**config.mk**
```make
export PLATFORM = sky130hd
export DESIGN_NAME = piece_board_access
export DESIGN_NICKNAME = d
export VERILOG_FILES = /design/src/rtl/piece_board_access.sv
export SDC_FILE = /design/constraint.sdc
export NUM_CORES = 1
export LEC_CHECK = 0
export BUFFER_PORTS_ARGS = -buffer_cell sky130_fd_sc_hd__buf_2
export CAP_MARGIN = 20
export CELL_PAD_IN_SITES_DETAIL_PLACEMENT = 0
export CELL_PAD_IN_SITES_GLOBAL_PLACEMENT = 1
export CORE_AREA = 4 4 86 88
export DETAILED_ROUTE_END_ITERATION = 6
export DIE_AREA = 0 0 90 92
export GPL_TIMING_DRIVEN = 0
export PLACE_DENSITY = 0.75
export SYNTH_ARGS = -nofsm -noshare
export SYNTH_HDL_FRONTEND = slang
export SYNTH_SLANG_ARGS = --single-unit
```
**constraint.sdc**
```tcl
create_clock -name clk -period 2.8 [get_ports clk]
set_input_delay 0.28 -clock clk [delete_from_list [all_inputs] [get_ports clk]]
set_output_delay 0.28 -clock clk [all_outputs]
set_load 0.05 [all_outputs]
```
**src/rtl/piece_board_access.sv**
```systemverilog
// Collision check and commit of a four-cell tetromino against the board RAM.
// Reads the four cells serially, then writes the piece type into them if the commit is clear.
module piece_board_access #(
  parameter int unsigned BOARD_W   = 10,
  parameter int unsigned BOARD_H   = 20,
  parameter int unsigned POS_BITS  = 8,
  parameter int unsigned TYPE_BITS = 3,
  parameter int unsigned ERR_POS   = 255,
  parameter int unsigned EMPTY     = 0
) (
  input  logic                 clk,
  input  logic                 rst,
  input  logic                 req_valid,
  output logic                 req_ready,
  input  logic                 req_op,
  input  logic [TYPE_BITS-1:0] req_type,
  input  logic [POS_BITS-1:0]  req_blk_1,
  input  logic [POS_BITS-1:0]  req_blk_2,
  input  logic [POS_BITS-1:0]  req_blk_3,
  input  logic [POS_BITS-1:0]  req_blk_4,
  output logic                 rsp_valid,
  input  logic                 rsp_ready,
  output logic                 rsp_collide,
  output logic [POS_BITS-1:0]  rd_addr,
  input  logic [TYPE_BITS-1:0] rd_data,
  output logic                 wr_en,
  output logic [POS_BITS-1:0]  wr_addr,
  output logic [TYPE_BITS-1:0] wr_data
);

  localparam int unsigned Cells = BOARD_W * BOARD_H;
  localparam logic [POS_BITS:0]    CellsW = (POS_BITS + 1)'(Cells);
  localparam logic [POS_BITS-1:0]  ErrPos = POS_BITS'(ERR_POS);
  localparam logic [TYPE_BITS-1:0] EmptyT = TYPE_BITS'(EMPTY);

  typedef enum logic [2:0] {StIdle, StRead, StDrain, StWrite, StResp} state_e;

  state_e               state_q, state_d;
  logic [1:0]           cnt_q, cnt_d;
  logic                 collide_q, collide_d;
  logic [POS_BITS-1:0]  rd_addr_q, rd_addr_d;
  logic                 op_q;
  logic [TYPE_BITS-1:0] type_q;
  logic [POS_BITS-1:0]  blk_q [4];
  logic [POS_BITS-1:0]  blk_in [4];
  logic                 req_ok;
  logic                 accept;
  logic                 occupied;

  assign blk_in[0] = req_blk_1;
  assign blk_in[1] = req_blk_2;
  assign blk_in[2] = req_blk_3;
  assign blk_in[3] = req_blk_4;

  always_comb begin
    req_ok = (req_type != EmptyT);
    for (int i = 0; i < 4; i++) begin
      if (blk_in[i] == ErrPos || {1'b0, blk_in[i]} >= CellsW) req_ok = 1'b0;
    end
  end

  assign req_ready = (state_q == StIdle) & ~rst;
  assign accept    = req_valid & req_ready;
  assign occupied  = (rd_data != EmptyT);

  always_comb begin
    state_d   = state_q;
    cnt_d     = cnt_q;
    collide_d = collide_q;
    rd_addr_d = rd_addr_q;
    unique case (state_q)
      StIdle: begin
        if (accept) begin
          collide_d = ~req_ok;
          cnt_d     = 2'd0;
          if (req_ok) begin
            state_d   = StRead;
            rd_addr_d = blk_in[0];
          end else begin
            state_d = StResp;
          end
        end
      end
      StRead: begin
        // Data for the address issued last cycle arrives now; the first cycle has none yet.
        if (cnt_q != 2'd0) collide_d = collide_q | occupied;
        if (cnt_q == 2'd3) begin
          state_d = StDrain;
        end else begin
          cnt_d     = cnt_q + 2'd1;
          rd_addr_d = blk_q[2'(cnt_q + 2'd1)];
        end
      end
      StDrain: begin
        collide_d = collide_q | occupied;
        cnt_d     = 2'd0;
        state_d   = (op_q && !(collide_q | occupied)) ? StWrite : StResp;
      end
      StWrite: begin
        if (cnt_q == 2'd3) state_d = StResp;
        else               cnt_d   = cnt_q + 2'd1;
      end
      StResp: begin
        if (rsp_ready) state_d = StIdle;
      end
      default: state_d = StIdle;
    endcase
  end

  always_ff @(posedge clk) begin
    if (rst) begin
      state_q   <= StIdle;
      cnt_q     <= 2'd0;
      collide_q <= 1'b0;
      rd_addr_q <= '0;
      op_q      <= 1'b0;
      type_q    <= '0;
      for (int i = 0; i < 4; i++) blk_q[i] <= '0;
    end else begin
      state_q   <= state_d;
      cnt_q     <= cnt_d;
      collide_q <= collide_d;
      rd_addr_q <= rd_addr_d;
      if (accept) begin
        op_q   <= req_op;
        type_q <= req_type;
        for (int i = 0; i < 4; i++) blk_q[i] <= blk_in[i];
      end
    end
  end

  // Gating with rst stops a write or response in the very cycle reset is raised.
  assign wr_en       = (state_q == StWrite) & ~rst;
  assign wr_addr     = wr_en ? blk_q[cnt_q] : '0;
  assign wr_data     = wr_en ? type_q : '0;
  assign rsp_valid   = (state_q == StResp) & ~rst;
  assign rsp_collide = collide_q;
  assign rd_addr     = rd_addr_q;

endmodule

```
==> impl_metrics.env, run 1 <==
export IMPL_async_flop_share_pct=0
export IMPL_place_congestion=0.817
export IMPL_design_core_area_um2=6640
export IMPL_synth_area_leaders="edfxtp_1, dfxtp_1, mux4_2"
export IMPL_p_sw_share_pct=27.8
export IMPL_cts_max_level=2
export IMPL_syn_cell_area_um2=2690
export IMPL_syn_to_final_growth_pct=18.8
export IMPL_start_util_pct=40.5
export IMPL_syn_inst=218
export IMPL_timing_fmax_mhz=410
export IMPL_peakVddDrop_mv=0.178
export IMPL_synth_fp_nets=263
export IMPL_final_nets=335
export IMPL_p_int_mw=1.19
export IMPL_tritoncts="built"
export IMPL_grt_overflow=0
export IMPL_route_vias_total=2010
export IMPL_stdcell_area_um2=3200
export IMPL_netlist_top_cells_count="and3_1, edfxtp_1, dfxtp_1, mux4_2, and2_1"
export IMPL_clkPwrFrac_pct=25.5
export IMPL_fin_crit_ns=2.44
export IMPL_rows=30
export IMPL_skew_ns=0.00798
export IMPL_grt_max_degree=33
export IMPL_finalSetupTns_ns=0
export IMPL_setup_viol=0
export IMPL_power_frac_comb_pct=19.1
export IMPL_die_area_um2=8280
export IMPL_cp_slowest_stage_delay_ns=0.54
export IMPL_cts_root_buf="clkbuf_8"
export IMPL_post_cts_buffers=0
export IMPL_synth_edf_count=32
export IMPL_ant_nets=0
export IMPL_slew_headroom_pct=49.7
export IMPL_hold_class="in -> reg"
export IMPL_path_max_fanout=10
export IMPL_drive_above_1_share_pct=36.1
export IMPL_grt_setup_unrepaired="no"
export IMPL_wl_per_cell_um=18.1
export IMPL_pwr_share_seq_pct=55.4
export IMPL_crit_top_cell="buf_2"
export IMPL_synth_yosys_seq_area_share_pct=50.5
export IMPL_drc=0
export IMPL_synth_top_area_share_pct=35.7
export IMPL_ys_warn_count=0
export IMPL_end_kind="register"
export IMPL_vias_per_cell=5.42
export IMPL_antennaDiodeCount=0
export IMPL_hold_buffers=0
export IMPL_clk_latency_ns=0.31
export IMPL_placed_area_um2=3120
export IMPL_ctsResizeCount=0
export IMPL_power_leakage_nw=1.42
export IMPL_status="finished, final reports clean"
export IMPL_port_buffer_count=65
export IMPL_powerDensity_nw_per_um2=513
export IMPL_slew_violations=0
export IMPL_clk_pin_slew_worst_paths_ns=0.10
export IMPL_numCtsBuffers=5
export IMPL_grt_pass1_wl_um=10700
export IMPL_finalWirelength_um=6700
export IMPL_dpl_hpwl_um=4860
export IMPL_worst_pin_slew_ns=0.755
export IMPL_synth_top_area_cell="edfxtp_1"
export IMPL_crit_arrival_ns=2.63
export IMPL_ys_flop_type="edfxtp_1"
export IMPL_ios=66
export IMPL_ys_ff_latch=52
export IMPL_worstSetupPathType="reg -> reg"
export IMPL_cts_path_max_buffers=2
export IMPL_p_sw_mw=0.456
export IMPL_track_usage_pct=16.7
export IMPL_fin_crit_sh_pct=87.1
export IMPL_ys_types=42
export IMPL_avgSynthCellArea_um2=12.4
export IMPL_die_w_um=90
export IMPL_yosysMostFrequentCell="and3_1"
export IMPL_critPathSlowestCell="mux4_2"
export IMPL_drv_cap=0
export IMPL_initialDrtViolationCount=126
export IMPL_antenna_found_initial=0
export IMPL_dr_pass1_iters=5
export IMPL_grt_pass1_vias=2030
export IMPL_fillCellCount=643
export IMPL_finalPower_mw=1.64
export IMPL_crit_path_cell_trace="buf_2 -> inv_1 -> ha_1 -> buf_2 -> mux4_2 -> mux2_2 -> mux2i_1 -> nor2_1"
export IMPL_die_h_um=92
export IMPL_cp_data_required_time_ns=2.99
export IMPL_finalHoldViolations=0
export IMPL_start_kind="register"
export IMPL_clkSinkCount=52
## cells in the final DEF, fill, tap and decap left out, types with 8 or more instances in the layout
master and instances:
nand2_1 9, and3_1 35, clkbuf_1 13, mux4_2 16
buf_2 69, edfxtp_1 32, mux2_2 8, mux2i_1 8
and2_1 12, dfxtp_1 20, nor2_1 11
## metrics by stage
step | instances | setup slack [ns] | utilization [%] | hold WS [ns]
6_report | 371 | 0.362 | 48.2 | 0.179
3_3_place_gp | 363 | 0.355 | 46.9 | 0.447
3_5_place_dp | 363 | 0.339 | 46.9 | 0.451
2_1_floorplan | 218 | 0.643 | - | 0.395
5_1_grt | 371 | 0.214 | 48.2 | 0.181
4_1_cts | 371 | 0.329 | 48.2 | 0.173
## worst max-delay path, delay by kind of cell, from the launching register on
| kind | cells | cell delay, ns |
|---|---|---|
| multiplexers | 3 | 0.97 |
| buffers and inverters | 3 | 0.65 |
| flip-flops | 1 | 0.39 |
| adder cells (fa/ha/maj) | 1 | 0.27 |
| AND/OR/NAND/NOR | 1 | 0.05 |
## final cells by class
type                    instances  area, um^2  area share, %
clock buffers                   7        76.3           2.38
plain buffers                  17        80.1           2.50
flip-flops and latches         52        1360           42.5
multi-input cells             146        1240           38.8
well taps                      80         100           3.13
inverters                       3        11.3          0.352
clock inverters                 1        5.00          0.156
repair buffers                 65         325           10.2
## per-layer routing
metal / up-vias / share of wire (%) / GRT usage, %
li1: 967 / - / -
met1: 955 / 46 / 24.1
met2: 76 / 44 / 24.9
met3: 12 / 7.3 / 3.53
met4: 0 / 2.1 / 5.74
met5: - / 0 / 0
## logic make-up after synthesis
kind of cell	after synthesis	share of synthesized area, %
compound gates	23	6.13
xor+xnor	1	0.325
fa+ha+maj	2	0.929
buf+inv	20	3.39
flops	52	50.5
mux	32	19.7
simple gates	88	19.0
## state kept, by name, indices dropped and copies added, names as in the netlist, named ones only
name	flops
blk_q	32
cnt_q	2
op_q	1
rd_addr	8
rsp_collide	1
state_q	3
type_q	3
## worst paths after layout
kind	from	to	slack, ns	cells past startpoint
max	cnt_q[0]$_SDFFE_PP0P_	rd_addr[1]$_SDFFE_PP0P_	0.36	8
max reg2reg	cnt_q[0]$_SDFFE_PP0P_	rd_addr[1]$_SDFFE_PP0P_	0.36	8
min reg2reg	type_q[2]$_SDFFE_PP0P_	type_q[2]$_SDFFE_PP0P_	0.46	2
min	req_op	op_q$_SDFFE_PP0P_	0.18	3
## power groups by stage
stage | logic (mW) | clock network (mW) | registers (mW)
final | 0.314 | 0.419 | 0.909
after global routing | 0.341 | 0.465 | 0.917
after CTS | 0.314 | 0.431 | 0.910
after detailed placement | 0.313 | 0 | 0.927
after global placement | 0.310 | 0 | 0.923
after floorplan | 0.181 | 0 | 0.955
Note: power is estimated with default switching activity, not from simulation.
==> run 2, diff against run 1 <==
CORE_AREA = 4 4 90 92   (was 4 4 86 88)
DIE_AREA = 0 0 94 96   (was 0 0 90 92)
PLACE_DENSITY = 0.72   (was 0.75)
clock period = 2 ns   (was 2.8 ns; I/O delays follow)
==> run 2 against run 1 <==
Effect of this change: clock power is 47% higher; combinational power is 42% higher; cell area is 3.6% higher; sequential cell count stayed put; sequential power is 40% higher; global-route usage is 1.2 points lower; critical path type is now reg -> out; largest power group unchanged.
==> impl_metrics.env, run 2 (synthesis gave the netlist of run 1 again) <==
export IMPL_cp_slowest_stage_delay_ns=0.55
export IMPL_port_buffer_count=65
export IMPL_tritoncts="built"
export IMPL_setup_viol=0
export IMPL_finalWirelength_um=6710
export IMPL_rows=31
export IMPL_place_ws_ns=-0.223
export IMPL_path_max_fanout=8
export IMPL_power_leakage_nw=1.44
export IMPL_cts_root_buf="clkbuf_8"
export IMPL_peakVddDrop_mv=0.273
export IMPL_slew_violations=0
export IMPL_syn_to_final_growth_pct=23.1
export IMPL_antennaDiodeCount=0
export IMPL_layout_commonest_cell="buf_2"
export IMPL_drv_cap=0
export IMPL_vias_per_cell=5.16
export IMPL_route_vias_total=2008
export IMPL_grt_setup_unrepaired="no"
export IMPL_finalHoldViolations=0
export IMPL_clk_pin_slew_worst_paths_ns=0.09
export IMPL_fin_ws_ns=0.0767
export IMPL_clkSinkCount=52
export IMPL_cp_data_required_time_ns=1.80
export IMPL_grt_overflow=0
export IMPL_start_util_pct=37.3
export IMPL_final_cell_mix="buf_2, and3_1, edfxtp_1"
export IMPL_clk_latency_ns=0.30
export IMPL_final_nets=334
export IMPL_dr_pass1_iters=4
export IMPL_wl_per_cell_um=17.2
export IMPL_crit_path_cell_trace="mux4_2 -> and2_1 -> buf_4"
export IMPL_initialDrtViolationCount=169
export IMPL_placedCellCount=382
export IMPL_design_core_area_um2=7210
export IMPL_antenna_found_initial=0
export IMPL_cts_max_level=2
export IMPL_grt_pass1_vias=1941
export IMPL_place_congestion=0.862
export IMPL_start_kind="register"
export IMPL_slew_headroom_pct=65.9
export IMPL_end_kind="output port"
export IMPL_crit_arrival_ns=1.72
export IMPL_die_area_um2=9020
export IMPL_skew_ns=0.00427
export IMPL_fin_crit_sh_pct=96.2
export IMPL_ant_nets=0
export IMPL_cts_path_max_buffers=2
export IMPL_finalSetupTns_ns=0
export IMPL_hold_ws_ns=0.100
export IMPL_largest_reg_flops=32
export IMPL_grt_pass1_wl_um=10500
export IMPL_ios=66
export IMPL_worst_pin_slew_ns=0.506
export IMPL_finalPower_mw=2.34
export IMPL_r2r_start="cnt_q[1]$_SDFFE_PP0P_"
export IMPL_dpl_hpwl_um=4890
export IMPL_grt_max_degree=33
export IMPL_layout_cells_non_filler=389
export IMPL_fin_crit_ns=1.92
export IMPL_fillCellCount=713
export IMPL_drive_above_1_share_pct=40.0
export IMPL_largest_register="blk_q"
export IMPL_die_w_um=94
export IMPL_powerDensity_nw_per_um2=706
export IMPL_hp_start="req_op"
export IMPL_numCtsBuffers=5
export IMPL_hold_buffers=0
export IMPL_timing_fmax_mhz=520
export IMPL_status="finished, final reports clean"
export IMPL_die_h_um=96
export IMPL_worstSetupPathType="reg -> out"
export IMPL_drc=0
export IMPL_track_usage_pct=15.5
export IMPL_hold_class="in -> reg"
export IMPL_critPathSlowestCell="mux4_2"
-- run 2: cell count changes in the layout (fill, tap and decap cells not counted), moves of 3 or more --
cell / previous run / this run
buf_2: 69 / 58
buf_4: 1 / 13
clkbuf_1: 13 / 8
dfxtp_1: 20 / 16
dfxtp_2: 0 / 3
-- run 2: worst paths after layout --
| kind | endpoint | slack [ns] | cells after the start |
|---|---|---|---|
| worst min-delay path | op_q$_SDFFE_PP0P_ | 0.10 | 3 |
| worst max register to register | rd_addr[7]$_SDFFE_PP0P_ | 0.13 | 6 |
| worst max-delay path | wr_addr[7] | 0.08 | 3 |
| worst min register to register | type_q[0]$_SDFFE_PP0P_ | 0.47 | 2 |
-- run 2: layer usage --
| metal | share of wire [%] | vias up | track usage (%) |
|---|---|---|---|
| li1 | - | 966 | - |
| met1 | 46 | 979 | 22.1 |
| met2 | 48 | 57 | 24.7 |
| met3 | 4.8 | 6 | 2.35 |
| met4 | 0.92 | 0 | 3.97 |
| met5 | 0 | - | 0 |
-- run 2: worst max-delay path: cells and delay by family, from the launching register on --
family,cells,cell delay [ns]
multiplexers,1,0.55
flip-flops,1,0.51
buffers and inverters,1,0.19
AND/OR/NAND/NOR,1,0.18
-- run 2: final cells by class --
class,count,area (um^2),share of cell area [%]
plain buffers,13,73.8,2.23
clock buffers,7,86.3,2.60
clock inverters,1,7.51,0.226
inverters,3,11.3,0.340
multi-input cells,146,1270,38.4
flip-flops and latches,52,1370,41.3
well taps,99,124,3.74
repair buffers,68,370,11.2
-- run 2: where the power goes --
part	switching [mW]	internal (mW)
sequential	0.0461	1.23
clock	0.336	0.282
combinational	0.254	0.193
-- run 2: stage by stage --
step / cell area, um^2 / utilization, %
after global placement: 3160 / 43.8
after CTS: 3320 / 46.0
after global routing: 3320 / 46.0
final: 3320 / 46.0
after detailed placement: 3160 / 43.8
after floorplan: 2710 / -
-- run 2: timing repair --
| item | 4_1_cts | 5_1_grt |
|---|---|---|
| resized for setup | 19 | 7 |
| buffers inserted | 3 | 0 |
| pin swaps | 1 | 3 |
| setup endpoints to repair | 47 | 15 |
==> run 3, diff against run 2 <==
CORE_AREA = 4 4 88 90   (was 4 4 90 92)
DIE_AREA = 0 0 92 94   (was 0 0 94 96)
clock period = 1.9 ns   (was 2 ns; I/O delays follow)
==> run 3 against run 2 <==
Effect of this change: final cell count increased by 1.3%; cell area increased by 3.9%; critical path depth increased by 5; highest routed layer unchanged; routed wire length decreased by 0.58%; via count increased by 1.6%; the flow now finishes with violations (setup timing); total power increased by 5.0%; combinational power increased by 13%; sequential power increased by 6%; register-to-register slack got worse by 0.18 ns.
==> impl_metrics.env, run 3 (synthesis gave the netlist of run 1 again) <==
export IMPL_status="complete, but fails checks"
export IMPL_violations="setup timing"
export IMPL_cts_max_level=2
export IMPL_placedCellCount=382
export IMPL_fin_crit_ns=1.95
export IMPL_initialDrtViolationCount=152
export IMPL_power_leakage_nw=1.51
export IMPL_r2r_slack_ns=-0.05
export IMPL_track_usage_pct=16.2
export IMPL_layout_commonest_cell="buf_2"
export IMPL_design_core_area_um2=7060
export IMPL_grt_setup_unrepaired="yes"
export IMPL_clkSinkCount=52
export IMPL_start_util_pct=38.2
export IMPL_antennaDiodeCount=0
export IMPL_die_area_um2=8650
export IMPL_fillCellCount=683
export IMPL_hold_class="in -> reg"
export IMPL_hold_ws_ns=0.0905
export IMPL_clk_pin_slew_worst_paths_ns=0.09
export IMPL_numCtsBuffers=5
export IMPL_final_cell_mix="buf_2, and3_1, edfxtp_1"
export IMPL_antenna_found_initial=0
export IMPL_pwr_share_seq_pct=54.6
export IMPL_peakVddDrop_mv=0.294
export IMPL_drive_above_1_share_pct=42.4
export IMPL_worst_pin_slew_ns=0.498
export IMPL_drv_cap=0
export IMPL_drc=0
export IMPL_wl_per_cell_um=16.9
export IMPL_skew_ns=0.00452
export IMPL_power_frac_comb_pct=20.6
export IMPL_powerDensity_nw_per_um2=713
export IMPL_p_sw_mw=0.672
export IMPL_clkPwrFrac_pct=24.8
export IMPL_finalPower_mw=2.46
export IMPL_tritoncts="built"
export IMPL_final_nets=339
export IMPL_setup_viol=5
export IMPL_end_kind="register"
export IMPL_grt_pass1_vias=1947
export IMPL_die_w_um=92
export IMPL_grt_pass1_wl_um=10600
export IMPL_path_max_fanout=7
export IMPL_fin_crit_sh_pct=103
export IMPL_vias_per_cell=5.18
export IMPL_p_int_mw=1.78
export IMPL_finalHoldViolations=0
export IMPL_syn_to_final_growth_pct=27.9
export IMPL_largest_register="blk_q"
export IMPL_ant_nets=0
export IMPL_hold_buffers=0
export IMPL_ios=66
export IMPL_dpl_hpwl_um=4960
export IMPL_rows=31
export IMPL_slew_violations=0
export IMPL_place_ws_ns=-0.327
export IMPL_slew_headroom_pct=66.8
export IMPL_grt_max_degree=33
export IMPL_route_vias_total=2040
export IMPL_cp_data_required_time_ns=2.08
export IMPL_dr_pass1_iters=4
export IMPL_finalWirelength_um=6670
export IMPL_fin_ws_ns=-0.0489
export IMPL_clk_latency_ns=0.30
export IMPL_cts_root_buf="clkbuf_8"
export IMPL_cts_path_max_buffers=2
export IMPL_timing_fmax_mhz=513
export IMPL_largest_reg_flops=32
export IMPL_die_h_um=94
export IMPL_p_sw_share_pct=27.4
export IMPL_place_congestion=0.802
export IMPL_grt_overflow=0
export IMPL_start_kind="register"
export IMPL_crit_arrival_ns=2.13
export IMPL_port_buffer_count=65
export IMPL_worstSetupPathType="reg -> reg"
export IMPL_layout_cells_non_filler=394
## run 3: what timing repair did
item / in CTS / in global routing
gates resized for setup: 26 / 20
endpoints found under the setup margin: 48 / 18
pin swaps: 2 / 3
setup buffers: 3 / 3
## run 3: metal layers
layer | vias to the layer above | GRT usage, % | part of all wire [%]
li1 | 974 | - | -
met1 | 988 | 23.1 | 46
met2 | 67 | 25.2 | 47
met3 | 11 | 3.37 | 5.2
met4 | 0 | 4.33 | 1.7
met5 | - | 0 | 0
## run 3: cell type report
type	count	area (um^2)	area share (%)
Buffer	15	126	3.67
Timing Repair Buffer	71	423	12.3
Tap cell	99	124	3.60
Clock buffer	7	76.3	2.22
Clock inverter	1	5.00	0.145
Sequential cell	52	1370	39.9
Inverter	3	16.3	0.472
Multi-Input combinational cell	146	1300	37.7
## run 3: worst paths after layout
check / start / cells after the start / to
hold reg to reg: type_q[2]$_SDFFE_PP0P_ / 2 / type_q[2]$_SDFFE_PP0P_
setup reg to reg: cnt_q[0]$_SDFFE_PP0P_ / 8 / rd_addr[7]$_SDFFE_PP0P_
setup / recovery: cnt_q[0]$_SDFFE_PP0P_ / 8 / rd_addr[7]$_SDFFE_PP0P_
hold / removal: req_op / 3 / op_q$_SDFFE_PP0P_
## run 3: critical path, cell delays in order (launching register included)
cell and delay (ns):
dfxtp_4 0.37, buf_12 0.10, inv_6 0.03, ha_4 0.25, buf_12 0.12, mux4_2 0.50
mux2_4 0.29, mux2i_1 0.12, nor2_1 0.05
## run 3: stage by stage
step | utilization (%) | setup TNS (ns) | instance area (um^2)
after CTS | 47.6 | -0.213 | 3360
after global placement | 45.0 | -10.95 | 3180
after detailed placement | 45.0 | -11.68 | 3180
after floorplan | - | -0.140 | 2730
final | 48.8 | -0.162 | 3440
after global routing | 48.8 | -1.37 | 3440
## run 3: power by group through the flow
stage	registers, mW	clock network, mW	logic, mW
6_report	1.34	0.609	0.506
5_1_grt	1.35	0.672	0.551
4_1_cts	1.34	0.620	0.482
3_5_place_dp	1.37	0	0.469
3_3_place_gp	1.36	0	0.465
2_1_floorplan	1.41	0	0.272
